**src/rtl/gray_pkg.sv**
```systemverilog
// rtl/gray_pkg.sv - shared Gray-code types, defaults and conversion helpers
package gray_pkg;

   localparam int CBITS_DEF    = 8;
   localparam int LOCK_CNT_DEF = 4;

   typedef enum logic {UNLOCKED, LOCKED} state_t;

   // Operate on 32-bit values; narrower codes are zero-extended, which both forms tolerate.
   function automatic logic [31:0] bin2gray(input logic [31:0] b);
      return b ^ (b >> 1);
   endfunction

   function automatic logic [31:0] gray2bin(input logic [31:0] g);
      logic [31:0] b;
      b = '0;
      for (int i = 0; i < 32; i++) begin
         b[i] = ^(g >> i);
      end
      return b;
   endfunction

endpackage

```
**src/rtl/gray2bin_dec.sv**
```systemverilog
// rtl/gray2bin_dec.sv - combinational Gray-to-binary decoder
module gray2bin_dec
   import gray_pkg::*;
#(
   parameter int CBITS = CBITS_DEF
) (
   input  logic [CBITS-1:0] gray,
   output logic [CBITS-1:0] bin
);

   // Each binary bit is the parity of all Gray bits at or above it.
   always_comb begin
      bin = '0;
      for (int i = 0; i < CBITS; i++) begin
         bin[i] = ^(gray >> i);
      end
   end

endmodule

```
**src/rtl/gray_rx_decoder.sv**
```systemverilog
// rtl/gray_rx_decoder.sv - two-stage Gray count receiver with lock, wrap and step checking
module gray_rx_decoder
   import gray_pkg::*;
#(
   parameter int CBITS    = CBITS_DEF,
   parameter int LOCK_CNT = LOCK_CNT_DEF,
   parameter int ERRW     = 8
) (
   input  logic             clk,
   input  logic             rst,
   input  logic [CBITS-1:0] gray_in,
   input  logic             gray_vld,
   output logic [CBITS-1:0] bin_out,
   output logic             bin_vld,
   output logic             zero,
   output logic             wrap,
   output logic             step_err,
   output logic             locked,
   output logic [ERRW-1:0]  err_cnt
);

   logic [CBITS-1:0] s1_gray;
   logic             s1_vld;
   logic [CBITS-1:0] dec_bin;
   logic [CBITS-1:0] ref_bin;
   logic             has_ref;
   logic [CBITS-1:0] good_run;
   logic [CBITS-1:0] good_run_nxt;
   logic             is_inc;
   logic             is_hold;
   state_t           state;

   gray2bin_dec #(.CBITS(CBITS)) u_dec (
      .gray (s1_gray),
      .bin  (dec_bin)
   );

   assign is_inc       = has_ref && (dec_bin == ref_bin + CBITS'(1));
   assign is_hold      = has_ref && (dec_bin == ref_bin);
   assign good_run_nxt = good_run + CBITS'(1);

   always_ff @(posedge clk or posedge rst) begin
      if (rst) begin
         s1_gray  <= '0;
         s1_vld   <= 1'b0;
         ref_bin  <= '0;
         has_ref  <= 1'b0;
         good_run <= '0;
         state    <= UNLOCKED;
         bin_out  <= '0;
         bin_vld  <= 1'b0;
         zero     <= 1'b0;
         wrap     <= 1'b0;
         step_err <= 1'b0;
         locked   <= 1'b0;
         err_cnt  <= '0;
      end else begin
         s1_vld <= gray_vld;
         if (gray_vld) begin
            s1_gray <= gray_in;
         end

         bin_vld  <= s1_vld;
         zero     <= 1'b0;
         wrap     <= 1'b0;
         step_err <= 1'b0;

         if (s1_vld) begin
            bin_out <= dec_bin;
            zero    <= (dec_bin == '0);
            wrap    <= is_inc && (&ref_bin);
            ref_bin <= dec_bin;
            has_ref <= 1'b1;

            // The first sample after reset only seeds the reference.
            if (has_ref) begin
               if (state == UNLOCKED) begin
                  if (is_inc) begin
                     if (good_run_nxt == CBITS'(LOCK_CNT)) begin
                        state    <= LOCKED;
                        locked   <= 1'b1;
                        good_run <= '0;
                     end else begin
                        good_run <= good_run_nxt;
                     end
                  end else if (!is_hold) begin
                     good_run <= '0;
                  end
               end else if (!is_inc && !is_hold) begin
                  step_err <= 1'b1;
                  state    <= UNLOCKED;
                  locked   <= 1'b0;
                  good_run <= '0;
                  if (err_cnt != '1) begin
                     err_cnt <= err_cnt + ERRW'(1);
                  end
               end
            end
         end
      end
   end

endmodule

```
**config.mk**
```make
export PLATFORM = sky130hd
export DESIGN_NAME = gray_rx_decoder
export DESIGN_NICKNAME = d
export VERILOG_FILES = /design/src/rtl/gray_pkg.sv /design/src/rtl/gray2bin_dec.sv /design/src/rtl/gray_rx_decoder.sv
export SDC_FILE = /design/constraint.sdc
export NUM_CORES = 1
export LEC_CHECK = 0
export CAP_MARGIN = 20
export CORE_ASPECT_RATIO = 2
export CORE_MARGIN = 2
export CORE_UTILIZATION = 49
export DETAILED_ROUTE_END_ITERATION = 10
export PLACE_DENSITY = 0.71
export SLEW_MARGIN = 10
export SYNTH_ARGS = -nofsm -noshare
export SYNTH_HDL_FRONTEND = slang
export SYNTH_SLANG_ARGS = --single-unit
```
**constraint.sdc**
```tcl
create_clock -name clk -period 3.12 [get_ports clk]
set_clock_uncertainty 0.2 [all_clocks]
set_input_delay 0.312 -clock clk [delete_from_list [all_inputs] [get_ports clk]]
set_output_delay 0.312 -clock clk [all_outputs]
set_load 0.02 [all_outputs]
```
# Yosys cells after proc, flatten, opt, wreduce, memory -nomap -nowiden
# Index checks and enable logic that the tools add are counted.
[totals]
ff_bits = 40
inputBits = 11
out_inout_bits = 21
[op_classes]
mux = 19
addsub = 3
n_reduce_logical = 22
eq_ne = 6
[ops]
columns = ["op", "count"]
rows = [
  ["8-bit parity", 8],
  ["8-bit two-way mux", 5],
  ["8-bit by 1-bit adder with 8-bit output (second input constant)", 3],
  ["8-bit equality test", 2],
  ["1-bit two-way mux", 14],
  ["5-bit AND reduction", 2],
  ["8-bit by 3-bit equality test with 1-bit output (second input constant)", 1],
  ["8-bit logical NOT", 1],
  ["8-bit inequality test (second input constant)", 1],
  ["8-bit AND reduction", 1],
  ["1-bit logical AND", 4],
  ["4-bit AND reduction", 1],
  ["2-bit nonzero test", 2],
  ["3-bit by 2-bit inequality test with 1-bit output (second input constant)", 1],
  ["1-bit logical NOT", 2],
  ["2-bit by 1-bit inequality test with 1-bit output (second input constant)", 1],
  ["2-bit AND reduction", 1],
]

# Longest topological paths before layout
# Gate-level depths: netlist (run 1).
[logic_depth]
depth_word = 9
ltp_mapped = 11
depth_no_buf = 9

# Cells and area by module
# From an unflattened synthesis (run 1), not the netlist that was laid out.
[hier_totals]
cells_unflattened = 199
hier_area_um2 = 2172.1
[by_module_without_submodules]
columns = ["mod", "area_per_inst_um2", "cells_each", "seq_area_each_um2", "n_inst"]
rows = [
  ["gray_rx_decoder", 2047.0, 189, 1001.0, 1],
  ["gray2bin_dec", 125.1, 10, 0.0, 1],
]

# Worst setup path after synthesis (run 1)
# Ideal clock, no wire load.
[synth_path]
kind = "reg2reg"
startpoint = "register s1_gray[7]"
endpoint = "register err_cnt[4]"
period_less_slack_ns = 3.087
t_required_ns = 2.792
setup_ns = 0.128
stages_incl_launch_ff = 11
slack_ns = 0.033
arrival_ns = 2.759
cell_sequence = "dfrtp_1 inv_1 ha_1 buf_2 xnor3_1 xnor2_1 nor2_1 a2111oi_4 nor4_4 nor4_1 mux2_1"
[synth_between]
elab_chain_len = 6
word_cells_on_any_way = 16
[synth_rtl]
columns = ["item", "line", "rtl"]
rows = [
  ["start, declared", "gray_rx_decoder.sv:22", "logic [CBITS-1:0] s1_gray;"],
  ["start signal, assigned", "gray_rx_decoder.sv:60", "s1_gray <= gray_in;"],
  ["8-bit parity *", "gray2bin_dec.sv:15", "bin[i] = ^(gray >> i);"],
  ["via dec_bin[6]", "gray_rx_decoder.sv:24", "logic [CBITS-1:0] dec_bin;"],
  ["8-bit equality test, on equally long branches", "gray_rx_decoder.sv:38, gray_rx_decoder.sv:39", ""],
  ["1-bit logical AND, on equally long branches", "gray_rx_decoder.sv:38, gray_rx_decoder.sv:39", ""],
  ["1-bit logical NOT", "gray_rx_decoder.sv:89", "end else if (!is_inc && !is_hold) begin"],
  ["1-bit logical AND *", "gray_rx_decoder.sv:89", ""],
  ["5-bit AND reduction (no source line) *", "--", ""],
  ["end signal, assigned", "gray_rx_decoder.sv:95", "err_cnt <= err_cnt + ERRW'(1);"],
  ["end, declared", "gray_rx_decoder.sv:19", "output logic [ERRW-1:0] err_cnt"],
]
# The timed path passes the listed nets; every way through them passes the cells marked *.
# A chain may end at the register's enable or synchronous reset.

# Final worst setup path (run 1)
[layout_path]
startpoint = "register s1_gray[6]"
endpoint = "register good_run[2]"
[layout_between]
elab_chain_len = 7
word_cells_on_any_way = 19
[layout_rtl]
columns = ["item", "line", "rtl"]
rows = [
  ["8-bit parity *", "gray2bin_dec.sv:15", ""],
  ["via dec_bin[6]", "gray_rx_decoder.sv:24", ""],
  ["8-bit equality test, on equally long branches", "gray_rx_decoder.sv:38, gray_rx_decoder.sv:39", ""],
  ["1-bit logical AND, on equally long branches", "gray_rx_decoder.sv:38, gray_rx_decoder.sv:39", ""],
  ["1-bit logical NOT", "gray_rx_decoder.sv:89", ""],
  ["1-bit logical AND", "gray_rx_decoder.sv:89", ""],
  ["2-bit by 1-bit inequality test with 1-bit output (no source line)", "--", ""],
  ["4-bit AND reduction (no source line)", "--", ""],
  ["end signal, assigned", "gray_rx_decoder.sv:84", "good_run <= good_run_nxt;"],
  ["end, declared", "gray_rx_decoder.sv:27", "logic [CBITS-1:0] good_run;"],
]
# Marks and branches as above.

==> results.json, run 1 <==
{
  "run_status": "finished, final reports clean",
  "worst_slew_pin_slew_ns": 0.6879,
  "port_buffers": 31,
  "critical_path_class": "flop to flop",
  "nNetsFinal": 307,
  "first_pass_grt_wire_length_um": 9308,
  "io-pin-count": 32,
  "initial_core_util": 0.5112,
  "cpPeakStageDelay_ns": 0.56,
  "regToRegEndpoint": "good_run[2]$_DFFE_PP0P_",
  "die_y_um": 105.2,
  "worst_path_clk_slew_ns": 0.08,
  "power.density_cell_area_nw_per_um2": 645.5,
  "ys_warn_count": 0,
  "relSlewSlack": 0.5366,
  "maximum_number_of_pins_on_one_net_before_global_route_repair": 41,
  "period_needed_ns": 2.996,
  "highest_attainable_clock_frequency_ghz": 0.3338,
  "most-common-layout-cells": "sky130_fd_sc_hd__dfrtp_1, sky130_fd_sc_hd__clkdlybuf4s50_1, sky130_fd_sc_hd__nand2_1",
  "first_pass_iters": 4,
  "cts_tree": "yes",
  "htree_levels": 2,
  "layout.cells.most_common": "sky130_fd_sc_hd__dfrtp_1",
  "critical_path.cell_chain": "inv_1 -> ha_1 -> buf_4 -> xnor2_4 -> buf_4 -> xor2_1 -> buf_4 -> xnor2_1 -> nand2_1 -> or4_4 -> and2_4 -> a22o_1",
  "synth.top_cells.by_area": "sky130_fd_sc_hd__dfrtp_1, sky130_fd_sc_hd__xor2_1, sky130_fd_sc_hd__mux2_2",
  "p_leak_nw": 1.410,
  "critical_path.reg2reg.startpoint": "s1_gray[6]$_DFFE_PP0P_",
  "share_of_final_layout_standard_cells_stronger_than_drive_strength_1": 0.1993,
  "final_core_utilization": 0.6351,
  "holdCritPathClass": "input pin to async pin",
  "clock_sink_count": 40,
  "netlist_area_sq_um": 2510,
  "max_cap_violations": 0,
  "postSynthNetCount": 260,
  "count_of_flip_flops_with_a_built_in_enable_after_synthesis": 0,
  "dominantRegCellSynth": "sky130_fd_sc_hd__dfrtp_1",
  "final_cycle_utilization_of_the_critical_path": 0.9601,
  "depth_of_the_worst_register_to_register_path": 12,
  "setup_viol_count_final": 0,
  "irDropWorstVdd_mv": 0.5580,
  "remaining_drc_errors": 0,
  "timing.final.max_slew_violations": 0,
  "antenna_left": 0,
  "yosys.cell_types.count": 50,
  "routed_wire_length_per_instance_um": 16.53,
  "first_global_vias": 2070,
  "grt_use_total": 0.2198,
  "timing.critical_path.to_type": "flop",
  "hold_viol": 0,
  "syn_inst": 244,
  "detail_route.wirelength_um": 5753,
  "hpwl_um": 4386,
  "grt_remaining_overflow": 0,
  "critPathMaxFanout": 5,
  "synth_top_cell_by_area": "sky130_fd_sc_hd__dfrtp_1",
  "worst_skew_pair.late_latency_ns": 0.29,
  "drt_iter0_drc": 48,
  "yosys.area.top_type_share": 0.3988,
  "critical_path.top_delay_family": "simple AND/OR/NAND/NOR gates",
  "syn-mean-instance-area_sq_um": 10.29,
  "placement_rows": 36,
  "detail_route.vias_per_cell": 5.753,
  "total_power_mw": 2.013,
  "critical-path-top-cell-by-count": "sky130_fd_sc_hd__buf_4",
  "placeableCoreArea_sq_um": 4910,
  "synthArstFlopShare": 1.000,
  "antenna_found_initial": 0,
  "layout-area-overhead-vs-synth_pct": 24.23,
  "synth-seq-area-share": 0.3988,
  "diodes": 0,
  "cts_root_buffer": "sky130_fd_sc_hd__clkbuf_8",
  "die-width_um": 54.61,
  "hold_fix_buffer_count_after_cts": 0,
  "floorplan.die_area_sq_um": 5745,
  "timing.reg2reg.setup_slack_ns": 0.12,
  "worst-endpoint-required_ns": 3.11,
  "final.fill_count": 416,
  "critical_path.slowest_cell": "sky130_fd_sc_hd__or4_4",
  "vias": 2002,
  "tritoncts.num_buffers": 5,
  "critPathBufInv": 4,
  "cts_buffer_depth": 2,
  "crit_arrival_ns": 2.98,
  "ys_ff_latch": 40,
  "worst_setup_start_kind": "flop",
  "gp_congestion": 0.8201
}
==> layer usage <==
layer / GRT usage / up-vias / share of wire
li1: - / 954 / -
met1: 0.2026 / 996 / 0.34
met2: 0.4133 / 38 / 0.60
met3: 0.03258 / 14 / 0.017
met4: 0.1179 / 0 / 0.036
met5: 0 / - / 0
==> synthesized netlist by cell type (2+ instances only) <==
cell and instances:
sky130_fd_sc_hd__and3_1 3, sky130_fd_sc_hd__nor4_1 8, sky130_fd_sc_hd__a22o_1 4, sky130_fd_sc_hd__a21o_1 2
sky130_fd_sc_hd__or2_2 2, sky130_fd_sc_hd__xor2_1 16, sky130_fd_sc_hd__a31oi_1 2, sky130_fd_sc_hd__mux2_1 2
sky130_fd_sc_hd__nand3_1 13, sky130_fd_sc_hd__clkbuf_1 4, sky130_fd_sc_hd__inv_1 12, sky130_fd_sc_hd__or4_1 2
sky130_fd_sc_hd__xnor2_1 9, sky130_fd_sc_hd__buf_4 3, sky130_fd_sc_hd__o21ai_0 9, sky130_fd_sc_hd__nand2_1 23
sky130_fd_sc_hd__mux2i_1 8, sky130_fd_sc_hd__nor3_1 6, sky130_fd_sc_hd__o21ai_1 2, sky130_fd_sc_hd__nand2b_1 2
sky130_fd_sc_hd__ha_1 5, sky130_fd_sc_hd__buf_2 5, sky130_fd_sc_hd__mux2_2 10, sky130_fd_sc_hd__o31ai_1 6
sky130_fd_sc_hd__or3_1 2, sky130_fd_sc_hd__dfrtp_1 40, sky130_fd_sc_hd__a21oi_1 5, sky130_fd_sc_hd__xnor3_1 3
sky130_fd_sc_hd__nor3_2 2, sky130_fd_sc_hd__nor2_1 11, sky130_fd_sc_hd__nand4_1 4
==> worst register-to-register path: stages (launching register included) <==
cell and delay [ns]:
sky130_fd_sc_hd__dfrtp_1 0.34, sky130_fd_sc_hd__inv_1 0.06, sky130_fd_sc_hd__ha_1 0.31, sky130_fd_sc_hd__buf_4 0.18, sky130_fd_sc_hd__xnor2_4 0.13, sky130_fd_sc_hd__buf_4 0.15, sky130_fd_sc_hd__xor2_1 0.13, sky130_fd_sc_hd__buf_4 0.15
sky130_fd_sc_hd__xnor2_1 0.20, sky130_fd_sc_hd__nand2_1 0.10, sky130_fd_sc_hd__or4_4 0.56, sky130_fd_sc_hd__and2_4 0.17, sky130_fd_sc_hd__a22o_1 0.22
==> power by group <==
group / total, mW / internal, mW / leakage [nW] / switching, mW
sequential: 0.648 / 0.572 / 0.514 / 0.0760
clock: 0.329 / 0.152 / 0.0410 / 0.176
combinational: 1.04 / 0.507 / 0.855 / 0.529
==> layout make-up <==
cell class	instances	area, sq um	share of cell area
well taps	57	71.32	0.02287
clock inverters	1	5.005	0.001605
multi-input cells	179	1444	0.4631
inverters	12	45.04	0.01445
flip-flops and latches	40	1001	0.3210
clock buffers	6	72.57	0.02327
repair buffers	53	479.2	0.1537
==> metrics by stage <==
step | std cells | TNS [ns] | setup slack [ns] | instance area, sq um | hold WS, ns
4_1_cts | 345 | 0 | 0.005716 | 3065 | 0.2686
2_1_floorplan | 244 | 0 | 0.03344 | 2510 | 0.1434
3_3_place_gp | 338 | 0 | 0.02463 | 2968 | 0.2778
6_report | 348 | 0 | 0.1244 | 3118 | 0.2458
5_1_grt | 348 | -0.006199 | -0.006199 | 3118 | 0.3167
3_5_place_dp | 338 | -0.06666 | -0.03286 | 2968 | 0.2809
==> logic make-up after synthesis <==
family	synth area share
buf+inv	0.04436
simple gates	0.1904
xor+xnor	0.1560
flops	0.3988
mux	0.08574
fa+ha+maj	0.02493
compound gates	0.09970
==> how the worst max path moves through the flow <==
stage,cells past startpoint,startpoint,end
after global placement,10,s1_gray[6]$_DFFE_PP0P_,err_cnt[1]$_DFFE_PP0P_
after floorplan,10,s1_gray[7]$_DFFE_PP0P_,err_cnt[4]$_DFFE_PP0P_
after detailed placement,10,s1_gray[6]$_DFFE_PP0P_,err_cnt[1]$_DFFE_PP0P_
after global routing,12,s1_gray[6]$_DFFE_PP0P_,good_run[2]$_DFFE_PP0P_
after CTS,10,s1_gray[6]$_DFFE_PP0P_,err_cnt[4]$_DFFE_PP0P_
final,12,s1_gray[6]$_DFFE_PP0P_,good_run[2]$_DFFE_PP0P_
==> flip-flops by register name, indices dropped and copies added (netlist names), 8 cells and up <==
name	count
good_run	8
ref_bin	8
err_cnt	8
s1_gray	8
==> what timing repair did <==
item | 4_1_cts | 5_1_grt
cloned | 0 | 0
pin swaps | 0 | 5
hold endpoints to repair | 0 | 0
buffers inserted | 0 | 3
endpoints found under the setup margin | 6 | 16
gates resized for setup | 3 | 5
Note: power is estimated with default switching activity, not from simulation.
==> run 2: changes to the inputs <==
==> constraint.sdc (replaced) <==
create_clock -name clk -period 3.12 [get_ports clk]
set_clock_uncertainty 0.2 [all_clocks]
set_input_delay 0.78 -clock clk [delete_from_list [all_inputs] [get_ports clk]]
set_output_delay 0.78 -clock clk [all_outputs]
set_load 0.02 [all_outputs]
==> results of run 2 <==
The final DEF is identical to that of run 1. Status: finished, final reports clean.
Main changes from that run: hold slack 0.2458 ns -> 0.2935 ns
==> run 3: changes to the inputs <==
==> constraint.sdc (replaced) <==
create_clock -name clk -period 3.12 [get_ports clk]
set_clock_uncertainty 0.2 [all_clocks]
set_input_delay 0.624 -clock clk [delete_from_list [all_inputs] [get_ports clk]]
set_output_delay 0.624 -clock clk [all_outputs]
set_load 0.02 [all_outputs]
==> results of run 3 <==
The final DEF is identical to that of run 1. Status: finished, final reports clean.
Main changes from that run: hold slack 0.2458 ns -> 0.2935 ns
